## src/rtl/uart_rx.sv

```systemverilog
// UART receiver: 2-flop synchronized rx, mid-bit sampling, LSB-first word,
// one-cycle done / framing-error strobes.
module uart_rx #(
    parameter int unsigned p_CLK_DIV  = 104,
    parameter int unsigned p_WORD_LEN = 8
) (
    input  logic                  i_clk,
    input  logic                  i_rst,
    input  logic                  i_rx,
    output logic [p_WORD_LEN-1:0] o_data,
    output logic                  o_done,
    output logic                  o_frame_err,
    output logic                  o_active
);

    localparam int unsigned CW   = $clog2(p_CLK_DIV + 1);
    localparam int unsigned BW   = $clog2(p_WORD_LEN + 1);
    localparam int unsigned HALF = p_CLK_DIV / 2;

    typedef enum logic [2:0] {
        S_IDLE,
        S_START,
        S_DATA,
        S_STOP,
        S_BREAK
    } state_t;

    state_t                r_state;
    logic                  r_meta;
    logic                  r_rx;
    logic [CW-1:0]         r_clk_count;
    logic [BW-1:0]         r_bit_count;
    logic [p_WORD_LEN-1:0] r_shift;

    // Two-flop synchronizer; idles high so reset never looks like a start bit.
    always_ff @(posedge i_clk) begin
        if (i_rst) begin
            r_meta <= 1'b1;
            r_rx   <= 1'b1;
        end else begin
            r_meta <= i_rx;
            r_rx   <= r_meta;
        end
    end

    // Receive FSM; strobes default low every cycle so they last exactly one cycle.
    always_ff @(posedge i_clk) begin
        if (i_rst) begin
            r_state     <= S_IDLE;
            r_clk_count <= '0;
            r_bit_count <= '0;
            r_shift     <= '0;
            o_data      <= '0;
            o_done      <= 1'b0;
            o_frame_err <= 1'b0;
            o_active    <= 1'b0;
        end else begin
            o_done      <= 1'b0;
            o_frame_err <= 1'b0;
            case (r_state)
                S_IDLE: begin
                    o_active    <= 1'b0;
                    r_clk_count <= '0;
                    r_bit_count <= '0;
                    if (!r_rx) begin
                        r_state  <= S_START;
                        o_active <= 1'b1;
                    end
                end
                S_START: begin
                    if (r_clk_count == CW'(HALF - 1)) begin
                        r_clk_count <= '0;
                        if (!r_rx) begin
                            r_state <= S_DATA;
                        end else begin
                            r_state  <= S_IDLE;
                            o_active <= 1'b0;
                        end
                    end else begin
                        r_clk_count <= r_clk_count + CW'(1);
                    end
                end
                S_DATA: begin
                    if (r_clk_count == CW'(p_CLK_DIV - 1)) begin
                        r_clk_count <= '0;
                        for (int i = 0; i < int'(p_WORD_LEN); i++) begin
                            if (r_bit_count == BW'(i)) r_shift[i] <= r_rx;
                        end
                        if (r_bit_count == BW'(p_WORD_LEN - 1)) begin
                            r_bit_count <= '0;
                            r_state     <= S_STOP;
                        end else begin
                            r_bit_count <= r_bit_count + BW'(1);
                        end
                    end else begin
                        r_clk_count <= r_clk_count + CW'(1);
                    end
                end
                S_STOP: begin
                    if (r_clk_count == CW'(p_CLK_DIV - 1)) begin
                        r_clk_count <= '0;
                        o_active    <= 1'b0;
                        if (r_rx) begin
                            o_data  <= r_shift;
                            o_done  <= 1'b1;
                            r_state <= S_IDLE;
                        end else begin
                            o_frame_err <= 1'b1;
                            r_state     <= S_BREAK;
                        end
                    end else begin
                        r_clk_count <= r_clk_count + CW'(1);
                    end
                end
                S_BREAK: begin
                    // A held-low line must return high before a new start is accepted.
                    if (r_rx) r_state <= S_IDLE;
                end
                default: r_state <= S_IDLE;
            endcase
        end
    end

endmodule

```

## config.mk

```make
export PLATFORM = sky130hd
export DESIGN_NAME = uart_rx
export DESIGN_NICKNAME = d
export VERILOG_FILES = /design/src/rtl/uart_rx.sv
export SDC_FILE = /design/constraint.sdc
export NUM_CORES = 1
export LEC_CHECK = 0
export CORE_MARGIN = 2
export CORE_UTILIZATION = 25
export DETAILED_ROUTE_END_ITERATION = 8
export GPL_TIMING_DRIVEN = 0
export HOLD_SLACK_MARGIN = 0.03
export PLACE_DENSITY_LB_ADDON = 0.05
export SLEW_MARGIN = 25
export SYNTH_ARGS = -nofsm -noshare
export SYNTH_HDL_FRONTEND = slang
export SYNTH_SLANG_ARGS = --single-unit
export TNS_END_PERCENT = 10
```

## constraint.sdc

```tcl
create_clock -name i_clk -period 5.5 [get_ports i_clk]
set_input_delay 0.55 -clock i_clk [delete_from_list [all_inputs] [get_ports i_clk]]
set_output_delay 0.55 -clock i_clk [all_outputs]
set_load 0.02 [all_outputs]
```

Word-level counts from Yosys, hierarchy flattened
Cells that the tools add are included.
{ "word_totals": {"regBits": 35, "in_bits": 3, "output_inout_bits": 11, "elab_cells": 81} }
{ "op_classes": {"addsub": 2, "n_eq_ne": 20, "n_mux": 21, "bitwise_logic": 2, "reduce_logical": 19} }
{ "ops": {"columns": ["operator", "count"], "rows": [
  ["3-bit AND reduction", 9],
  ["3-bit two-way mux", 7],
  ["7-bit one-hot mux with 3 select lines", 1],
  ["4-bit by 3-bit equality test with 1-bit output (second input constant)", 4],
  ["3-bit one-hot mux with 5 select lines", 1],
  ["7-bit two-way mux", 2],
  ["2-bit inequality test (second input constant)", 7],
  ["4-bit by 2-bit equality test with 1-bit output (second input constant)", 2],
  ["4-bit two-way mux", 2],
  ["4-bit one-hot mux with 2 select lines", 1],
  ["7-bit by 1-bit adder with 7-bit output (second input constant)", 1],
  ["7-bit by 6-bit equality test with 1-bit output (second input constant)", 1],
  ["7-bit equality test (second input constant)", 1],
  ["3-bit by 2-bit equality test with 1-bit output (second input constant)", 2],
  ["6-bit AND reduction", 1],
  ["3-bit nonzero test", 2],
  ["1-bit two-way mux", 5],
  ["4-bit by 1-bit adder with 4-bit output (second input constant)", 1],
  ["4-bit by 1-bit equality test with 1-bit output (second input constant)", 1],
  ["4-bit zero test", 1],
  ["4-bit AND reduction", 1],
  ["3-bit by 1-bit equality test with 1-bit output (second input constant)", 1],
  ["3-bit equality test (second input constant)", 1],
  ["3-bit zero test", 1],
  ["7 further kinds", 8]
]} }

Logic depth before layout (Yosys ltp)
Gate-level depths: netlist of run 1.
{ "logic_depth": {"ltp_word": 4, "mapped_depth": 8, "ltp_nobuf": 6} }

Worst setup path after synthesis of run 1
OpenSTA, ideal clock, no wires.
{ "synth_path": {"kind": "flip-flop to flip-flop", "from": "register r_clk_count[0]", "to": "register o_data[4]", "setup_time_ps": 132, "t_arrival_ps": 1804, "required_time_ps": 5368, "setup_slack_ps": 3564, "path_stages_with_launch": 9, "n_path_buf": 2, "period_less_slack_ps": 1936, "cell_sequence": "dfxtp_1 > ha_1 > nand2_1 > or2_1 > buf_6 > or4b_4 > buf_6 > nand2_1 > a21oi_1"} }
{ "synth_via": {"elab_chain_len": 2} }
{ "synth_lines": {"columns": ["item", "line_no", "text"], "rows": [
  ["start: declaration", "31", "logic [CW-1:0] r_clk_count;"],
  ["start signal: assignment", "80", "r_clk_count <= r_clk_count + CW'(1);"],
  ["start signal: assignment", "96", "r_clk_count <= r_clk_count + CW'(1);"],
  ["start signal: assignment", "112", "r_clk_count <= r_clk_count + CW'(1);"],
  ["7-bit equality test", "100", "if (r_clk_count == CW'(p_CLK_DIV - 1)) begin"],
  ["3-bit AND reduction (no source line)", null, null],
  ["end signal: assignment", "104", "o_data <= r_shift;"],
  ["end: declaration", "10", "output logic [p_WORD_LEN-1:0] o_data,"]
]} }
Every way passes these cells.
A chain may end at the register's enable or synchronous reset.

Worst setup path in the final report of run 1
{ "layout_path": {"from": "register r_clk_count[0]", "to": "register r_clk_count[5]"} }
{ "layout_via": {"elab_chain_len": 3, "elab_cells_between_ends": 6, "cone_classes": "add/sub: 1; eq/ne: 2; mux: 3"} }
{ "layout_lines": {"columns": ["item", "line_no", "text"], "rows": [
  ["7-bit by 1-bit adder with 7-bit output (tied with other cells)", "80, 96, 112", null],
  ["7-bit two-way mux, on equally long branches", "84, 100, 71", null],
  ["7-bit one-hot mux with 3 select lines *", "60", "case (r_state)"]
]} }
Every way passes the cells marked *; elsewhere a longest branch is shown, timed or not.

==> results by group, run 1 <==
Worst hold path
  • Hold Path Origin: r_meta$_SDFF_PP1_
  • Hold Path Depth: 1
  • Hold endpoint: r_rx$_SDFF_PP1_
  • Worst hold path class: flip-flop to flip-flop

Global route
  • Initial antenna violation count: 0
  • Total global routing overflow: 0
  • First-pass GRT wire length: roughly 6800 µm
  • Pin count of the biggest net entering global routing: 13
  • Vias in the first global route: 1367
  • Overall routing resource usage: 12.3%

Setup path
  • Cell Chain, Critical Path: ha_1 -> or4b_2 -> o21ai_1 -> o21a_1 -> o31ai_1 -> a21o_1
  • Critical Path RT: 5700 ps
  • Critical path startpoint category: flip-flop
  • R2r setup slk: 3320 ps
  • Largest fanout on the critical path: 9
  • Delay of the slowest critical-path stage: 620 ps
  • FF-to-FF Start: r_clk_count[0]$_SDFFE_PP0P_
  • Worst setup EP type: flip-flop
  • Slowest cell on crit path: or4b_2
  • CP Class: flip-flop to flip-flop
  • Reg-to-Reg End: r_clk_count[5]$_SDFFE_PP0P_
  • Critical Path AT: 2380 ps
  • R2R depth: 6

Power and ir drop
  • Maximum VDD drop: roughly 0.10 mV
  • P per Cell Area: between 200 and 300 mW/mm²
  • Pleak: 0.690 nW
  • Final Power: 0.509 mW

Place
  • HPWL after DPL: 2960 µm
  • Placer Congestion: 0.781
  • Number of port buffers: 12

Timing
  • Min Clock Period, post-route: 2180 ps
  • Final hold slack: 439 ps
  • RSZ-0062 raised after global routing: false
  • Clk_skew: roughly 2.4 ps
  • Final hold vios: 0
  • Setup TNS: 0 ps
  • Final period utilization: 39.6%
  • Slew margin rel.: between 60% and 70%
  • Tightest Pin Transition: 560 ps
  • Finish-stage setup viols: 0
  • Fmax: 459 MHz
  • Pins Over Slew Limit: 0

Route
  • Via count: about 1400
  • Avg WL per Cell: 14.0 µm
  • Final wirelength: between 4000 and 5000 µm
  • DRC: 0
  • Drt via density: 4.72
  • DR pass1 iterations: 4
  • Initial DRC count: 61
  • Post-route ant nets: 0

Logic synthesis
  • Synth Flop Type: dfxtp_1
  • Cell variety after synth: between 40 and 50
  • Register area share after synthesis: between 40% and 50%
  • Post-Synthesis Cells: 193
  • Fraction of registers with async set/reset: 0%
  • Cell Area, Synth: 0.00165 mm²
  • Warnings, synthesis: 0
  • #FFs+latches synth: 35
  • Avg Cell Area, Syn: 8.53 µm²
  • EDFF count, synth: 0
  • Synthesized Nets: roughly 200

Floorplanning
  • Rows: 29
  • Die Wd: 85.1 µm
  • Core area: 0.00635 mm²
  • Initial core utilization: 25.9%
  • Die H: 85.1 µm
  • I/O pin count: 14
  • Die ar.: 0.00725 mm²

Final layout
  • Area grow syn2layout: 20.0%
  • Layout Utilization: 31.1%
  • Nets: 220
  • Layout cell share with drive strength beyond 1: 9.39%
  • Ant diodes: 0
  • Fill count: approximately 670

Outcome
  • Status: finished clean

CTS
  • CTS Root Cell: clkbuf_8
  • TritonCTS buffer count: 5
  • Post-CTS sizing: 0
  • CTS clk-pin slew, worst paths: 80 ps
  • Clock Path Buffers: 2
  • # hold bufs at CTS: 0
  • TritonCTS sink count: 35
  • Setup Buffers After CTS: 0
  • TritonCTS clock tree: built
  • Clk_lat worst skew: 300 ps
  • H-tree depth: 2

Flow run
  • Max Cap Violations: 0
sequential cells by signal (all words and copies together), names as in the netlist:
register and flops:
r_state 3, r_bit_count 4, o_frame_err 1, o_active 1, o_done 1, r_meta 1
r_shift 8, o_data 8, r_rx 1, r_clk_count 7
cells in the mapped netlist, types with 4 or more instances:
master     n  share of area [%]
clkbuf_1   9                2.1
ha_1       5                3.8
nand3_1   15                4.6
nor3_1     5                1.5
a21oi_1   19                5.8
nand2_1   25                5.7
o31ai_1    4                1.8
dfxtp_1   35                 43
nor2_1    20                4.6
nand3b_1   5                2.3
mux2i_1    4                2.4
critical path, delay by kind of cell, from the launching register on:
kind | cells | cell delay (ps)
compound gates | 4 | 850
fa+ha+maj | 1 | 230
simple gates | 1 | 620
flops | 1 | 380
through the flow:
stage	std cells	setup WS [ps]	cell area [µm²]
CTS	290	3330	1970
floorplan	193	3560	1650
detailed placement	282	3360	1860
global route	290	3170	1970
finish	290	3320	1970
global placement	282	3360	1860
report_power, final:
part           internal (mW)  total (mW)  switching (mW)
Clock                  0.135       0.239           0.104
Combinational        0.00435      0.0149          0.0105
Sequential             0.254       0.255        0.000630
how the worst max path moves through the flow:
stage                                   to  cells past startpoint                        start
2_1_floorplan       o_data[4]$_SDFFE_PP0P_                      8  r_clk_count[0]$_SDFFE_PP0P_
3_3_place_gp   r_clk_count[4]$_SDFFE_PP0P_                      6  r_clk_count[0]$_SDFFE_PP0P_
3_5_place_dp        o_data[4]$_SDFFE_PP0P_                      8  r_clk_count[0]$_SDFFE_PP0P_
4_1_cts             o_data[4]$_SDFFE_PP0P_                      8  r_clk_count[0]$_SDFFE_PP0P_
5_1_grt        r_clk_count[4]$_SDFFE_PP0P_                      6  r_clk_count[0]$_SDFFE_PP0P_
6_report       r_clk_count[5]$_SDFFE_PP0P_                      6  r_clk_count[0]$_SDFFE_PP0P_
layout make-up:
class	count	area, µm²	share of cell area [%]
clock inverters	3	43.8	2.22
flip-flops and latches	35	701	35.5
repair buffers	12	120	6.08
clock buffers	5	68.8	3.49
plain buffers	12	60.1	3.04
well taps	77	96.3	4.88
multi-input cells	143	873	44.2
inverters	3	11.3	0.570
layout by cell type, fill, tap and decap left out, drive strengths merged, types with 4 or more instances in the layout:
master	n
mux2i	4
nor3	6
clkdlybuf4s50	12
o31ai	4
o21ai	4
clkbuf	14
dfxtp	35
nand3	15
nor2	20
ha	5
nand2	25
a21oi	19
nand3b	5
or2	4
cells by family after synthesis:
kind of cell               count (synthesis)  synth area share, %
xor gates and xnor gates                   1                0.532
DFF                                       35                 42.6
buffers and inverters                     15                 4.33
AOI/OAI and AO/OA                         38                 14.0
and+or+nand+nor                           95                 32.3
adders and majority gates                  5                 3.80
muxes                                      4                 2.43
layer usage:
| layer | wire [µm] | up-vias | share of wire, % | track usage [%] |
|---|---|---|---|---|
| met5 | 0 | - | 0 | 0 |
| met4 | 66 | 0 | 1.6 | 4.33 |
| met3 | 164 | 6 | 4.0 | 4.77 |
| met2 | 1820 | 26 | 45 | 19.2 |
| met1 | 2000 | 623 | 49 | 15.4 |
| li1 | - | 713 | - | - |
(Power assumes the default switching activity.)
==> inputs of run 2 (changes only) <==
==> constraint.sdc (replaced) <==
create_clock -name i_clk -period 1.9 [get_ports i_clk]
set_input_delay 0.19 -clock i_clk [delete_from_list [all_inputs] [get_ports i_clk]]
set_output_delay 0.19 -clock i_clk [all_outputs]
set_load 0.02 [all_outputs]
==> results by group, run 2 (synthesis gave the netlist of run 1 again) <==
Timing
  • Final period utilization: 98.2% (+59 points)
  • RSZ-0062 raised after global routing: true
  • Final worst slack: 33.6 ps (-3290 ps)
  • Finish-stage setup viols: 0 (unchanged)
  • Final hold vios: 0 (unchanged)
  • Slew margin rel.: 61.8% (-0.85 points)
  • Tightest Pin Transition: 572 ps (+12.8 ps)
  • Setup TNS: 0 ps (unchanged)
  • Fmax: 536 MHz (+17%)
  • Min Clock Period, post-route: 1870 ps (-313 ps)
  • Clk_skew: 3.43 ps (+0.989 ps)
  • Pins Over Slew Limit: 0 (unchanged)

Route
  • DR pass1 iterations: 4 (unchanged)
  • DRC: 0 (unchanged)
  • Via count: 1441 (+5.3%)
  • Avg WL per Cell: 15.0 µm (+7.2%)
  • Final wirelength: 4410 µm (+8.7%)
  • Initial DRC count: 66 (+8.2%)
  • Post-route ant nets: 0 (unchanged)
  • Drt via density: 4.90 (+3.9%)

CTS
  • TritonCTS clock tree: built
  • CTS clk-pin slew, worst paths: 80 ps (about the same)
  • CTS Root Cell: clkbuf_8
  • TritonCTS sink count: 35 (unchanged)
  • Clk_lat worst skew: 300 ps (about the same)
  • H-tree depth: 2 (unchanged)
  • TritonCTS buffer count: 5 (unchanged)
  • Clock Path Buffers: 2 (unchanged)
  • # hold bufs at CTS: 0 (unchanged)

Setup path
  • Delay of the slowest critical-path stage: 530 ps (-90 ps)
  • Critical Path RT: 2060 ps (-3640 ps)
  • Delay-heaviest family, CP: simple AND/OR/NAND/NOR gates
  • Critical path startpoint category: flip-flop
  • Critical Path AT: 2030 ps (-350 ps)
  • CP Class: flip-flop to flip-flop
  • Largest fanout on the critical path: 9 (unchanged)
  • Worst setup EP type: flip-flop
  • Crit path buf inv count: 1 (+1)
  • Slowest cell on crit path: or4b_4
  • Cell Chain, Critical Path: ha_4 -> nand2_8 -> or2_1 -> buf_6 -> or4b_4 -> nand2_1 -> a21oi_1

Final layout
  • Most common cell after layout, fill and taps aside: dfxtp_1
  • Ant diodes: 0 (unchanged)
  • Fill count: 664 (-1.0%)
  • Layout Utilization: 32.9% (+1.8 points)
  • Commonest non-fill, non-tap cells in the layout: 31 x dfxtp_1, 24 x nand2_1, 20 x nor2_1, 19 x a21oi_1, 15 x nand3_1
  • Final instance count without filler cells: 294 (+1.4%)
  • Area grow syn2layout: 27.0%
  • Nets: 224 (+1.8%)
  • Largest regs: o_data x8, r_shift x8, r_clk_count x7
  • Layout cell share with drive strength beyond 1: 15.7% (+6.3 points)
  • Storage element area: 708 µm² (+1.1%)
  • Multi-input gate area: 965 µm² (+10%)

Place
  • Placed Cells: 282 (unchanged)
  • Placer Congestion: 0.781 (unchanged)
  • Number of port buffers: 12 (unchanged)
  • Pre-CTS setup slack: -236 ps (-3600 ps)
  • HPWL after DPL: 2960 µm (unchanged)

Global route
  • Vias in the first global route: 1423 (+4.1%)
  • First-pass GRT wire length: 7200 µm (+5.3%)
  • Total global routing overflow: 0 (unchanged)
  • Overall routing resource usage: 12.9% (+0.61 points)
  • Pin count of the biggest net entering global routing: 13 (unchanged)
  • Initial antenna violation count: 0 (unchanged)

Floorplanning
  • Rows: 29 (unchanged)
  • Die Wd: 85.1 µm (unchanged)
  • Die ar.: 0.00725 mm² (unchanged)
  • Die H: 85.1 µm (unchanged)
  • I/O pin count: 14 (unchanged)
  • Initial core utilization: 25.9% (unchanged)
  • Core area: 0.00635 mm² (unchanged)

Outcome
  • Status: finished clean

Power and ir drop
  • Final Power: 1.48 mW (+190%)
  • P per Cell Area: 707 mW/mm² (+170%)
  • Maximum VDD drop: 0.290 mV (+190%)
  • Pleak: 0.722 nW (+4.6%)

Worst hold path
  • Worst hold path class: primary input to flip-flop

Flow run
  • Max Cap Violations: 0 (unchanged)
[run 2: cell count changes in the layout (fill, tap and decap cells not counted), moves of 2 or more]
cell and change:
o21ai_0 -2, dfxtp_1 -4, or4b_4 +2, dfxtp_2 +3
buf_4 +4, clkbuf_1 -2
[run 2: worst min-delay path, cell delays in order]
cell,delay (ps)
clkbuf_1,210
o31ai_1,120
a21o_1,160
[run 2: layout make-up]
type | instances | share of cell area [%]
well taps | 77 | 4.61
multi-input cells | 145 | 46.2
clock buffers | 5 | 3.29
clock inverters | 3 | 2.10
inverters | 3 | 0.539
flip-flops and latches | 35 | 33.9
repair buffers | 16 | 7.19
plain buffers | 10 | 2.22
[run 2: per-stage QoR]
step           area [µm²]  hold WS [ps]
2_1_floorplan        1650           294
3_3_place_gp         1860           402
3_5_place_dp         1860           405
4_1_cts              2070           428
5_1_grt              2090           457
6_report             2090           420
[run 2: timing repair]
action	in CTS	in global routing
gates cloned	1	1
gates resized for setup	19	4
pin swaps	5	5
endpoints found under the setup margin	21	18
buffers inserted	4	0
[run 2: metal layers]
metal,up-vias,global-route usage [%],wire length (µm)
li1,728,-,-
met1,679,16.1,2090
met2,28,20.5,2070
met5,-,0,0
met3,6,4.77,186
met4,0,4.47,61
[run 2: power by group]
group | leakage (nW) | internal, mW | switching (mW) | total [mW]
sequential | 0.285 | 0.735 | 0.00352 | 0.738
combinational | 0.379 | 0.0147 | 0.0307 | 0.0454
clock | 0.0581 | 0.391 | 0.304 | 0.694
total | 0.722 | 1.14 | 0.338 | 1.48
[run 2: final timing paths]
path                               startpoint                     endpoint  slack, ps  cells past startpoint
setup / recovery  r_clk_count[1]$_SDFFE_PP0P_       o_data[4]$_SDFFE_PP0P_         30                      7
hold / removal                          i_rst  r_clk_count[3]$_SDFFE_PP0P_        420                      3
setup reg to reg  r_clk_count[1]$_SDFFE_PP0P_       o_data[4]$_SDFFE_PP0P_         30                      7
hold reg to reg             r_meta$_SDFF_PP1_              r_rx$_SDFF_PP1_        440                      1
